<file path="src/rtl/trim_sweep_gen.sv">
`default_nettype none
// ============================================================================
//  Module   : trim_sweep_gen
//  Purpose  : Serial trim-word driver with single-shot load or code sweep and
//             a settle + sample handshake per applied code.
//  Revision : 1.0
// ============================================================================
module trim_sweep_gen #(
    parameter int CODE_W       = 12,
    parameter int CLK_DIV      = 25,
    parameter bit MSB_FIRST    = 1'b1,
    parameter int CODE_FIRST   = 0,
    parameter int CODE_LAST    = 4095,
    parameter int CODE_STEP    = 1,
    parameter int SETTLE_TICKS = 3
) (
    input  logic              CLK50,
    input  logic              RST_N,
    input  logic              START,
    input  logic              MODE,
    input  logic [CODE_W-1:0] CODE_IN,
    input  logic              ABORT,
    input  logic              SAMPLE_ACK,
    output logic              SCLK,
    output logic              DOUT,
    output logic              LATCH,
    output logic [CODE_W-1:0] TRIMCODE,
    output logic              SAMPLE_REQ,
    output logic              BUSY,
    output logic              DONE
);

    localparam int c_PRE_W = $clog2(CLK_DIV);
    localparam int c_BIT_W = $clog2(CODE_W + 1);
    localparam int c_SET_W = (SETTLE_TICKS > 1) ? $clog2(SETTLE_TICKS) : 1;

    localparam logic [c_PRE_W-1:0] c_PRE_LAST = c_PRE_W'(CLK_DIV - 1);
    localparam logic [c_BIT_W-1:0] c_BITS     = c_BIT_W'(CODE_W);
    localparam logic [c_SET_W-1:0] c_SET_LAST = c_SET_W'(SETTLE_TICKS - 1);
    localparam logic [CODE_W-1:0]  c_FIRST    = CODE_W'(CODE_FIRST);
    localparam logic [CODE_W:0]    c_LAST     = (CODE_W + 1)'(CODE_LAST);
    localparam logic [CODE_W:0]    c_STEP     = (CODE_W + 1)'(CODE_STEP);

    typedef enum logic [2:0] {
        S_IDLE     = 3'd0,
        S_LOAD     = 3'd1,
        S_SHIFT    = 3'd2,
        S_LATCH    = 3'd3,
        S_SETTLE   = 3'd4,
        S_WAIT_ACK = 3'd5,
        S_DONE     = 3'd6
    } state_t;

    state_t              r_state;
    state_t              w_state_nxt;
    logic [c_PRE_W-1:0]  r_presc;
    logic                r_mode;
    logic [CODE_W-1:0]   r_code;
    logic [CODE_W-1:0]   r_shreg;
    logic [c_BIT_W-1:0]  r_bitcnt;
    logic                r_phase;
    logic [c_SET_W-1:0]  r_settle;
    logic                r_sclk;
    logic                r_dout;
    logic                r_latch;
    logic [CODE_W-1:0]   r_trim;
    logic                r_req;

    logic                w_tick;
    logic                w_frame_end;
    logic                w_settle_end;
    logic [CODE_W:0]     w_code_sum;
    logic                w_last_code;
    logic                w_out_bit;
    logic [CODE_W-1:0]   w_shreg_nxt;

    assign w_tick       = (r_presc == c_PRE_LAST);
    assign w_frame_end  = (r_bitcnt == c_BITS);
    assign w_settle_end = (r_settle == c_SET_LAST);
    // Extra bit keeps the end-of-sweep test honest when the next code would wrap
    assign w_code_sum   = {1'b0, r_code} + c_STEP;
    assign w_last_code  = r_mode || (w_code_sum > c_LAST);

    generate
        if (MSB_FIRST) begin : g_msb_first
            assign w_out_bit   = r_shreg[CODE_W-1];
            assign w_shreg_nxt = {r_shreg[CODE_W-2:0], 1'b0};
        end else begin : g_lsb_first
            assign w_out_bit   = r_shreg[0];
            assign w_shreg_nxt = {1'b0, r_shreg[CODE_W-1:1]};
        end
    endgenerate

    always_ff @(posedge CLK50 or negedge RST_N) begin
        if (!RST_N) begin
            r_state <= S_IDLE;
        end else begin
            r_state <= w_state_nxt;
        end
    end

    always_comb begin
        w_state_nxt = r_state;
        if (ABORT) begin
            w_state_nxt = S_IDLE;
        end else begin
            case (r_state)
                S_IDLE:     if (START) w_state_nxt = S_LOAD;
                S_LOAD:     w_state_nxt = S_SHIFT;
                S_SHIFT:    if (w_tick && !r_phase && w_frame_end) w_state_nxt = S_LATCH;
                S_LATCH:    if (w_tick) w_state_nxt = S_SETTLE;
                S_SETTLE:   if (w_tick && w_settle_end) w_state_nxt = S_WAIT_ACK;
                S_WAIT_ACK: if (SAMPLE_ACK) w_state_nxt = w_last_code ? S_DONE : S_LOAD;
                S_DONE:     w_state_nxt = S_IDLE;
                default:    w_state_nxt = S_IDLE;
            endcase
        end
    end

    always_ff @(posedge CLK50 or negedge RST_N) begin
        if (!RST_N) begin
            r_presc  <= '0;
            r_mode   <= 1'b0;
            r_code   <= '0;
            r_shreg  <= '0;
            r_bitcnt <= '0;
            r_phase  <= 1'b0;
            r_settle <= '0;
            r_sclk   <= 1'b0;
            r_dout   <= 1'b0;
            r_latch  <= 1'b0;
            r_trim   <= '0;
            r_req    <= 1'b0;
        end else begin
            r_presc <= (r_state == S_IDLE || w_tick) ? '0 : r_presc + 1'b1;
            if (ABORT) begin
                r_sclk  <= 1'b0;
                r_latch <= 1'b0;
                r_req   <= 1'b0;
            end else begin
                case (r_state)
                    S_IDLE: begin
                        if (START) begin
                            r_mode <= MODE;
                            r_code <= MODE ? CODE_IN : c_FIRST;
                        end
                    end
                    S_LOAD: begin
                        r_shreg  <= r_code;
                        r_bitcnt <= '0;
                        r_phase  <= 1'b0;
                    end
                    S_SHIFT: begin
                        if (w_tick) begin
                            if (r_phase) begin
                                r_sclk   <= 1'b1;
                                r_bitcnt <= r_bitcnt + 1'b1;
                                r_phase  <= 1'b0;
                            end else if (w_frame_end) begin
                                r_sclk  <= 1'b0;
                                r_latch <= 1'b1;
                                r_trim  <= r_code;
                            end else begin
                                r_sclk  <= 1'b0;
                                r_dout  <= w_out_bit;
                                r_shreg <= w_shreg_nxt;
                                r_phase <= 1'b1;
                            end
                        end
                    end
                    S_LATCH: begin
                        if (w_tick) begin
                            r_latch  <= 1'b0;
                            r_settle <= '0;
                        end
                    end
                    S_SETTLE: begin
                        if (w_tick) begin
                            if (w_settle_end) r_req <= 1'b1;
                            else              r_settle <= r_settle + 1'b1;
                        end
                    end
                    S_WAIT_ACK: begin
                        if (SAMPLE_ACK) begin
                            r_req <= 1'b0;
                            if (!w_last_code) r_code <= w_code_sum[CODE_W-1:0];
                        end
                    end
                    default: begin
                    end
                endcase
            end
        end
    end

    assign SCLK       = r_sclk;
    assign DOUT       = r_dout;
    assign LATCH      = r_latch;
    assign TRIMCODE   = r_trim;
    assign SAMPLE_REQ = r_req;
    assign BUSY       = (r_state != S_IDLE);
    assign DONE       = (r_state == S_DONE);

endmodule
`default_nettype wire

</file>
<file path="config.mk">
export PLATFORM = sky130hd
export DESIGN_NAME = trim_sweep_gen
export DESIGN_NICKNAME = d
export VERILOG_FILES = /design/src/rtl/trim_sweep_gen.sv
export SDC_FILE = /design/constraint.sdc
export NUM_CORES = 1
export LEC_CHECK = 0
export CELL_PAD_IN_SITES_DETAIL_PLACEMENT = 2
export CELL_PAD_IN_SITES_GLOBAL_PLACEMENT = 2
export CORE_MARGIN = 3
export CORE_UTILIZATION = 35
export CTS_CLUSTER_DIAMETER = 80
export CTS_CLUSTER_SIZE = 30
export DETAILED_ROUTE_END_ITERATION = 12
export HOLD_SLACK_MARGIN = 0.1
export PLACE_DENSITY = 0.77
export SLEW_MARGIN = 20
export SYNTH_ARGS = -nofsm -noshare
export SYNTH_HDL_FRONTEND = slang
export SYNTH_SLANG_ARGS = --single-unit
export TNS_END_PERCENT = 20
</file>
<file path="constraint.sdc">
create_clock -name CLK50 -period 2.3 [get_ports CLK50]
set_input_delay 0.46 -clock CLK50 [delete_from_list [all_inputs] [get_ports CLK50]]
set_output_delay 0.46 -clock CLK50 [all_outputs]
set_load 0.02 [all_outputs]
</file>
==> impl_results.md, run 1 <==
- Outcome: finished clean
- EDFF count, synth: 0
- Kind of critical path: reg -> reg
- Crit path time final: 2.27 ns
- Hold slack: 0.145 ns
- Fillers: 904
- Post-Synthesis Cells: 322
- IR drop worst, VDD: 0.344 mV
- ANT cells: 0
- Register area: 1410 um^2
- Relative slew slack: 58.5%
- CP cell instances: ha_1, nand4b_1, mux2i_2, a32oi_1, buf_4, o41ai_2, buf_4, o21ai_1, a22o_1
- Final std cells w/o fill: 484
- Max H-tree Level: 2
- Critical path arrival: 2.48 ns
- Port bufs: 35
- Fraction of layout cells with a size suffix above 1: 20.3%
- Total number of vias: 2725
- NetSw: 1.67 mW
- DRT Pass-1 Iters: 4
- Area of the core: 8420 um^2
- Clock Power Share: 16.5%
- I/O pin cnt: 36
- DR iter-0 viols: 113
- Primary FF master, synth: dfrtp_1
- Critical Path End Type: flop
- Number of global-route vias before repair: 2940
- Die area: 10100 um^2
- Worst-margin pin slew: 0.623 ns
- CTS Hold Bufs: 0
- Area Growth Syn to Fin: 25.5%
- Combinational Power Share: 43.0%
- Total wire length: 9900 um
- Crit. Startpoint: r_code[1]
- CTS sink cnt: 56
- Net Sw Frac: 41.4%
- Die Width: 100 um
- Final hold vios: 0
- GRT Util Overall: 20.3%
- Die height: 100 um
- Syn. warnings: 0
- Worst Path Required: 2.51 ns
- Synth async-reset ratio: 100%
- Initial antenna violation count: 0
- Worst-path clk slew: 0.11 ns
- # setup viols final: 0
- Total CTS buffers: 5
- Num rows: 33
- WL/cell: 20.5 um
- Final net count: 403
- RePlAce Congestion: 0.819
- CTS tree: yes
- #FFs+latches synth: 56
- Startpoint types: flop
- Antenna-violating nets left: 0
- DP Cell Count: 474
- Post-Syn Nets: 347
- Pin count of the biggest net entering global routing: 35
- Total Neg Setup Slack: 0 ns
- Slew Limit Fails: 0
- Pwr/cell area: 1040 nW/um^2
- DP HPWL: 7020 um
- Synthesized area: 3110 um^2
- Root Driver: clkbuf_8
- CP max-delay cell: dfrtp_2
- Syn Area/Cell: 9.66 um^2
- Most frequent CP cell: buf_4
- Crit-path max cell delay: 0.44 ns
- Static Leak: 1.77 nW
- Final clock skew: 0.00736 ns
- First-pass GRT wire length: 16200 um
- Worst reg2reg setup slack: 0.03 ns
- Internal power: 2.37 mW
- Final global-route overflow total: 0
- # DRC: 0
- Yosys cell types: 57
- Clock Tree Buf Depth: 2
- Crit-path max FO: 5
- Highest clock rate: 441 MHz
- Final Total Pwr: 4.04 mW
- RSZ-0062 raised after global routing: yes
- Seq pwr share: 40.5%
- Initial Util: 36.9%
- Part of the Yosys area used for sequential elements: 45.1%
- Crit share post-route: 98.7%
- Multi-input combinational cell area: 1580 um^2
- Max Cap Viol: 0
- Vias per inst: 5.63
- Reg2reg start: r_code[1]
- Worst-Skew Late Latency: 0.32 ns
- Worst Hold Class: in -> async
[layout make-up]
| cell class | instances | share of cell area [%] |
|---|---|---|
| clock inverter | 2 | 0.898 |
| multi-input combinational | 234 | 40.4 |
| sequential | 56 | 36.0 |
| clock buffer | 6 | 1.86 |
| inverter | 10 | 0.962 |
| tap | 105 | 3.37 |
| timing repair buffer | 71 | 16.5 |
[final timing paths]
kind / end / cells after the start
setup / recovery: r_state[0] / 9
hold / removal: r_presc[4] / 1
setup reg to reg: r_state[0] / 9
hold reg to reg: TRIMCODE[0] / 2
max in group asynchronous: r_shreg[1] / 2
min in group CLK50: TRIMCODE[0] / 2
[cells in the mapped netlist (3+ instances only)]
master | n | area share (%)
xor2_1 | 6 | 1.7
nand3_1 | 12 | 1.9
ha_1 | 7 | 2.8
nor2_1 | 29 | 3.5
mux2i_1 | 12 | 3.9
nor2b_1 | 3 | 0.60
clkbuf_1 | 7 | 0.85
buf_2 | 11 | 1.8
a21oi_1 | 20 | 3.2
nand2_1 | 30 | 3.6
mux2_2 | 15 | 5.4
o21ai_0 | 20 | 3.2
a31oi_1 | 8 | 1.6
dfrtp_1 | 56 | 45
nor3_1 | 9 | 1.4
o32a_1 | 6 | 1.9
inv_1 | 10 | 1.2
and3_1 | 6 | 1.2
nand4_1 | 3 | 0.60
[cells by family (layout without fill, tap and decap cells)]
family                   Yosys count  after routing  synth area share (%)
AND/OR/NAND/NOR                  113            113                  18.6
buffers and inverters             32             89                  4.95
multiplexers                      29             29                  10.0
XOR/XNOR                           8              8                  2.25
flip-flops                        56             56                  45.1
AO/OA/AOI/OAI                     77             77                  16.3
adder cells (fa/ha/maj)            7              7                  2.82
[cells in the final DEF, fill, tap and decap left out, drive strengths merged, types with 3 or more instances in the layout]
| cell type | synthesis | final |
|---|---|---|
| o32a | 6 | 6 |
| dfrtp | 56 | 56 |
| clkdlybuf4s50 | 0 | 33 |
| nor2 | 30 | 30 |
| xor2 | 6 | 6 |
| a31oi | 8 | 8 |
| mux2i | 12 | 12 |
| nand3 | 14 | 14 |
| a21oi | 20 | 20 |
| inv | 10 | 10 |
| o21ai | 22 | 22 |
| buf | 14 | 37 |
| nand2 | 30 | 30 |
| nor3 | 10 | 10 |
| ha | 7 | 7 |
| mux2 | 17 | 17 |
| nand4 | 4 | 4 |
| clkbuf | 8 | 6 |
| nor4 | 3 | 3 |
| nor2b | 3 | 3 |
| and3 | 6 | 6 |
[metal layers]
layer	GRT usage [%]	routed length (um)	vias up
met5	0	0	-
met4	5.08	142	0
met3	2.57	240	11
met2	35.1	4990	37
met1	27.0	4530	1411
li1	-	-	1266
[power groups by stage]
stage,clock network [mW],registers (mW),logic [mW]
detailed placement,0,1.63,1.67
CTS,0.682,1.61,1.70
floorplan,0,1.43,1.16
global route,0.718,1.68,1.92
finish,0.668,1.63,1.74
global placement,0,1.60,1.58
[metrics by stage]
stage          worst slack (ns)  cell area, um^2  utilization (%)
6_report                 0.0308             3900             46.3
5_1_grt                 -0.0696             3900             46.3
4_1_cts                  0.0501             3860             45.8
3_5_place_dp            -0.0789             3750             44.5
3_3_place_gp            -0.0143             3750             44.5
2_1_floorplan             0.300             3110                -
[what timing repair did]
action	CTS	global route
setup buffers	0	2
endpoints found under the setup margin	1	13
resized for setup	1	8
endpoints found under the hold margin	0	0
pin swaps	0	1
[flip-flops by register name, summed over array words and instances, names as in the netlist]
register	cells
DOUT	1
LATCH	1
SAMPLE_REQ	1
SCLK	1
TRIMCODE	12
r_bitcnt	4
r_code	12
r_mode	1
r_phase	1
r_presc	5
r_settle	2
r_shreg	12
r_state	3
[worst max-delay path: cells and delay by family, from the launching register on]
kind / cells / cell delay, ns
AND/OR/NAND/NOR: 1 / 0.16
AO/OA/AOI/OAI: 4 / 0.72
adder cells (fa/ha/maj): 1 / 0.26
multiplexers: 1 / 0.22
buffers and inverters: 2 / 0.37
flip-flops: 1 / 0.44
Power figures use the tool's default switching activity.
==> run 2, diff against run 1 <==
--- a/config.mk
+++ b/config.mk
@@ -12,6 +12,7 @@
 export CTS_CLUSTER_DIAMETER = 80
 export CTS_CLUSTER_SIZE = 30
 export DETAILED_ROUTE_END_ITERATION = 12
+export GPL_ROUTABILITY_DRIVEN = 0
 export HOLD_SLACK_MARGIN = 0.1
 export PLACE_DENSITY = 0.77
 export SLEW_MARGIN = 20
==> results of run 2 <==
The final DEF is identical to that of run 1; final timing and power are the same.
==> run 3, diff against run 2 <==
--- a/config.mk
+++ b/config.mk
@@ -5,6 +5,7 @@
 export SDC_FILE = /design/constraint.sdc
 export NUM_CORES = 1
 export LEC_CHECK = 0
+export ABC_AREA = 1
 export CELL_PAD_IN_SITES_DETAIL_PLACEMENT = 2
 export CELL_PAD_IN_SITES_GLOBAL_PLACEMENT = 2
 export CORE_MARGIN = 3
@@ -14,7 +15,8 @@
 export DETAILED_ROUTE_END_ITERATION = 12
 export GPL_ROUTABILITY_DRIVEN = 0
 export HOLD_SLACK_MARGIN = 0.1
-export PLACE_DENSITY = 0.77
+export PLACE_DENSITY = 0.82
+export RECOVER_POWER = 50
 export SLEW_MARGIN = 20
 export SYNTH_ARGS = -nofsm -noshare
 export SYNTH_HDL_FRONTEND = slang
==> constraint.sdc (replaced) <==
create_clock -name CLK50 -period 2.85 [get_ports CLK50]
set_input_delay 0.57 -clock CLK50 [delete_from_list [all_inputs] [get_ports CLK50]]
set_output_delay 0.57 -clock CLK50 [all_outputs]
set_load 0.02 [all_outputs]
==> impl_results.md, run 3 <==
- Worst-Skew Late Latency: 0.32 ns (about the same)
- DR iter-0 viols: 103 (was 113)
- Total number of vias: 2985 (was 2725)
- Yosys cell types: 32 (was 57)
- Initial antenna violation count: 0 (unchanged)
- Port bufs: 35 (unchanged)
- Syn Area/Cell: 7.57 um^2 (was 9.66 um^2)
- Worst-margin pin slew: 1.62 ns (was 0.623 ns)
- CTS tree: yes (unchanged)
- WL/cell: 17.2 um (was 20.5 um)
- Seq pwr share: 42.7% (was 40.5%)
- CP max-delay cell: clkdlybuf4s50_1 (was dfrtp_2)
- Final clock skew: 0.00776 ns (was 0.00736 ns)
- Leading area contributor after synthesis: dfrtp_1 (unchanged)
- Crit path time final: 2.42 ns
- Synth async-reset ratio: 100% (unchanged)
- Crit share post-route: 85.0%
- RSZ-0062 raised after global routing: no (was yes)
- Synth top area cells: dfrtp_1 (44%), nand2_1 (14%), nand3_1 (7.0%) (was dfrtp_1 (45%), mux2_2 (5.4%), mux2i_1 (3.9%))
- Pwr/cell area: 799 nW/um^2 (was 1040 nW/um^2)
- ANT cells: 0 (unchanged)
- Combinational Power Share: 39.4% (was 43.0%)
- Top cell type's share of synthesized area: 43.8% (was 45.1%)
- Highest clock rate: 413 MHz
- Fin area: 3750 um^2 (was 3900 um^2)
- CTS sink cnt: 56 (unchanged)
- #FFs+latches synth: 56 (unchanged)
- Commonest non-fill, non-tap cell in the layout: nand2_1 (was dfrtp_1)
- Max Cap Viol: 1 (was 0)
- Syn. warnings: 0 (unchanged)
- I/O pin cnt: 36 (unchanged)
- Top cells by count, synth: nand2_1 (119), dfrtp_1 (56), inv_1 (51) (was dfrtp_1 (56), nand2_1 (30), nor2_1 (29))
- IR drop worst, VDD: 0.271 mV (was 0.344 mV)
- Critical path arrival: 1.85 ns (was 2.48 ns)
- Post-Syn Nets: 448 (was 347)
- Pin count of the biggest net entering global routing: 30 (was 35)
- Die height: 102 um (was 100 um)
- Final net count: 483 (was 403)
- CTS Hold Bufs: 0 (unchanged)
- Initial Util: 36.3% (was 36.9%)
- DP HPWL: 7440 um (was 7020 um)
- NetSw: 1.36 mW (was 1.67 mW)
- Startpoint types: flop (unchanged)
- Outcome: finished with violations (was finished clean)
- Root Driver: clkbuf_8 (unchanged)
- Primary FF master, synth: dfrtp_1 (unchanged)
- Total CTS buffers: 5 (unchanged)
- Internal power: 1.64 mW (was 2.37 mW)
- Crit-path max cell delay: 0.60 ns (was 0.44 ns)
- Antenna-violating nets left: 0 (unchanged)
- Total wire length: 9760 um (was 9900 um)
- DRT Pass-1 Iters: 4 (unchanged)
- PostCTS Resize Cnt: 0 (was 1)
- Hold slack: 0.496 ns (was 0.145 ns)
- First-pass GRT wire length: 16500 um (was 16200 um)
- # setup viols final: 0 (unchanged)
- Net Sw Frac: 45.2% (was 41.4%)
- Final global-route overflow total: 0 (unchanged)
- CP cell instances: nor2_1, nand2_1, clkdlybuf4s50_1 (was ha_1, nand4b_1, mux2i_2, a32oi_1, buf_4, o41ai_2, buf_4, o21ai_1, a22o_1)
- Final hold vios: 0 (unchanged)
- Slew Limit Fails: 30 (was 0)
- R2r worst-path depth: 14 (was 9)
- Fillers: 1062 (was 904)
- WP depth: 3 (was 9)
- Die area: 10300 um^2 (was 10100 um^2)
- Crit-path max FO: 5 (unchanged)
- Buf/Inv on CP: 1 (was 2)
- EDFF count, synth: 0 (unchanged)
- Most frequent cells in the layout: nand2_1 (119), dfrtp_1 (56), inv_1 (51) (was dfrtp_1 (52), buf_4 (34), clkdlybuf4s50_1 (33))
- Num rows: 34 (was 33)
- Critical Path End Type: output port (was flop)
- Static Leak: 1.78 nW (was 1.77 nW)
- Part of the Yosys area used for sequential elements: 43.8% (was 45.1%)
- Placed cell area: 3660 um^2 (was 3750 um^2)
- Hold Path Stages: 2
- Total Neg Setup Slack: 0 ns (unchanged)
- Vias per inst: 5.26 (was 5.63)
- Worst-path clk slew: 0.10 ns (was 0.11 ns)
- Worst Hold Class: reg -> reg (was in -> async)
- GRT Util Overall: 20.3% (about the same)
- Worst Path Required: 2.28 ns (was 2.51 ns)
- Failing checks: capacitance limit, slew limit
- Number of global-route vias before repair: 3321 (was 2940)
- Clock Tree Buf Depth: 2 (unchanged)
- Synthesized area: 3200 um^2 (was 3110 um^2)
- Post-Synthesis Cells: 423 (was 322)
- Fraction of layout cells with a size suffix above 1: 6.97% (was 20.3%)
- Max H-tree Level: 2 (unchanged)
- Die Width: 102 um (was 100 um)
- Post-CTS setup buffer count: 0 (unchanged)
- Relative slew slack: -8.06% (was 58.5%)
- Kind of critical path: reg -> out (was reg -> reg)
- Clock Power Share: 17.9% (was 16.5%)
- Area of the core: 8810 um^2 (was 8420 um^2)
- Crit path max-delay family: buffers and inverters (was compound AO/OA/AOI/OAI gates)
- Count leader, synth: nand2_1 (was dfrtp_1)
- Area Growth Syn to Fin: 17.3% (was 25.5%)
- # DRC: 0 (unchanged)
run 3: cell types whose count changed in the layout (fill, tap and decap cells not counted), sizes merged, moves of 13 or more:
cell,previous run,this run
a21oi,20,6
buf,37,5
inv,10,55
mux2,17,4
nand2,30,124
nand3,14,45
o211ai,0,13
o21ai,22,37
run 3: layout make-up:
type	count	area, um^2	share of cell area, %
clock buffers	6	72.6	1.93
clock inverters	2	35.0	0.933
inverters	56	210	5.60
multi-input cells	296	1510	40.1
flip-flops and latches	56	1400	37.3
well taps	108	135	3.60
repair buffers	43	393	10.5
run 3: final timing paths:
check / startpoint / to / slack, ns
min in group asynchronous: RST_N / r_presc[2] / 0.65
min: TRIMCODE[0] / TRIMCODE[0] / 0.50
max: r_state[0] / BUSY / 0.43
max reg2reg: r_code[0] / r_code[5] / 0.44
max in group asynchronous: RST_N / r_code[5] / 0.66
min reg2reg: TRIMCODE[0] / TRIMCODE[0] / 0.50
run 3: metal layers:
metal	vias to the layer above	GRT usage, %	share of wire [%]
met5	-	0	0
met4	0	5.83	1.5
met3	14	2.89	2.2
met2	37	34.6	49
met1	1505	26.8	47
li1	1429	-	-
run 3: cells by family (layout without fill, tap and decap cells):
kind of cell / count (synthesis) / after routing / share of synthesized area (%)
compound gates: 62 / 62 / 11.9
xor+xnor: 5 / 5 / 1.37
fa+ha+maj: 7 / 7 / 2.74
buf+inv: 71 / 107 / 9.15
flops: 56 / 56 / 43.8
mux: 4 / 4 / 1.41
simple gates: 218 / 218 / 29.7
run 3: stage by stage:
step | std cells | total power, mW | util, % | worst slack [ns]
finish | 567 | 3.00 | 42.6 | 0.427
global route | 567 | 3.27 | 42.6 | 0.188
CTS | 567 | 3.04 | 42.8 | 0.403
detailed placement | 559 | 2.48 | 41.5 | 0.437
global placement | 559 | 2.39 | 41.5 | 0.538
floorplan | 423 | 2.05 | - | 1.00
run 3: power groups by stage:
stage | combinational [mW] | clock (mW) | sequential [mW]
after floorplan | 0.878 | 0 | 1.17
after global placement | 1.12 | 0 | 1.28
after detailed placement | 1.18 | 0 | 1.30
after CTS | 1.21 | 0.552 | 1.28
after global routing | 1.36 | 0.583 | 1.32
final | 1.18 | 0.537 | 1.28
run 3: worst reg2reg max path: cells and delay by family, from the launching register on:
kind / cells / cell delay (ns)
flops: 1 / 0.51
buf+inv: 1 / 0.09
simple gates: 12 / 1.44
fa+ha+maj: 1 / 0.31
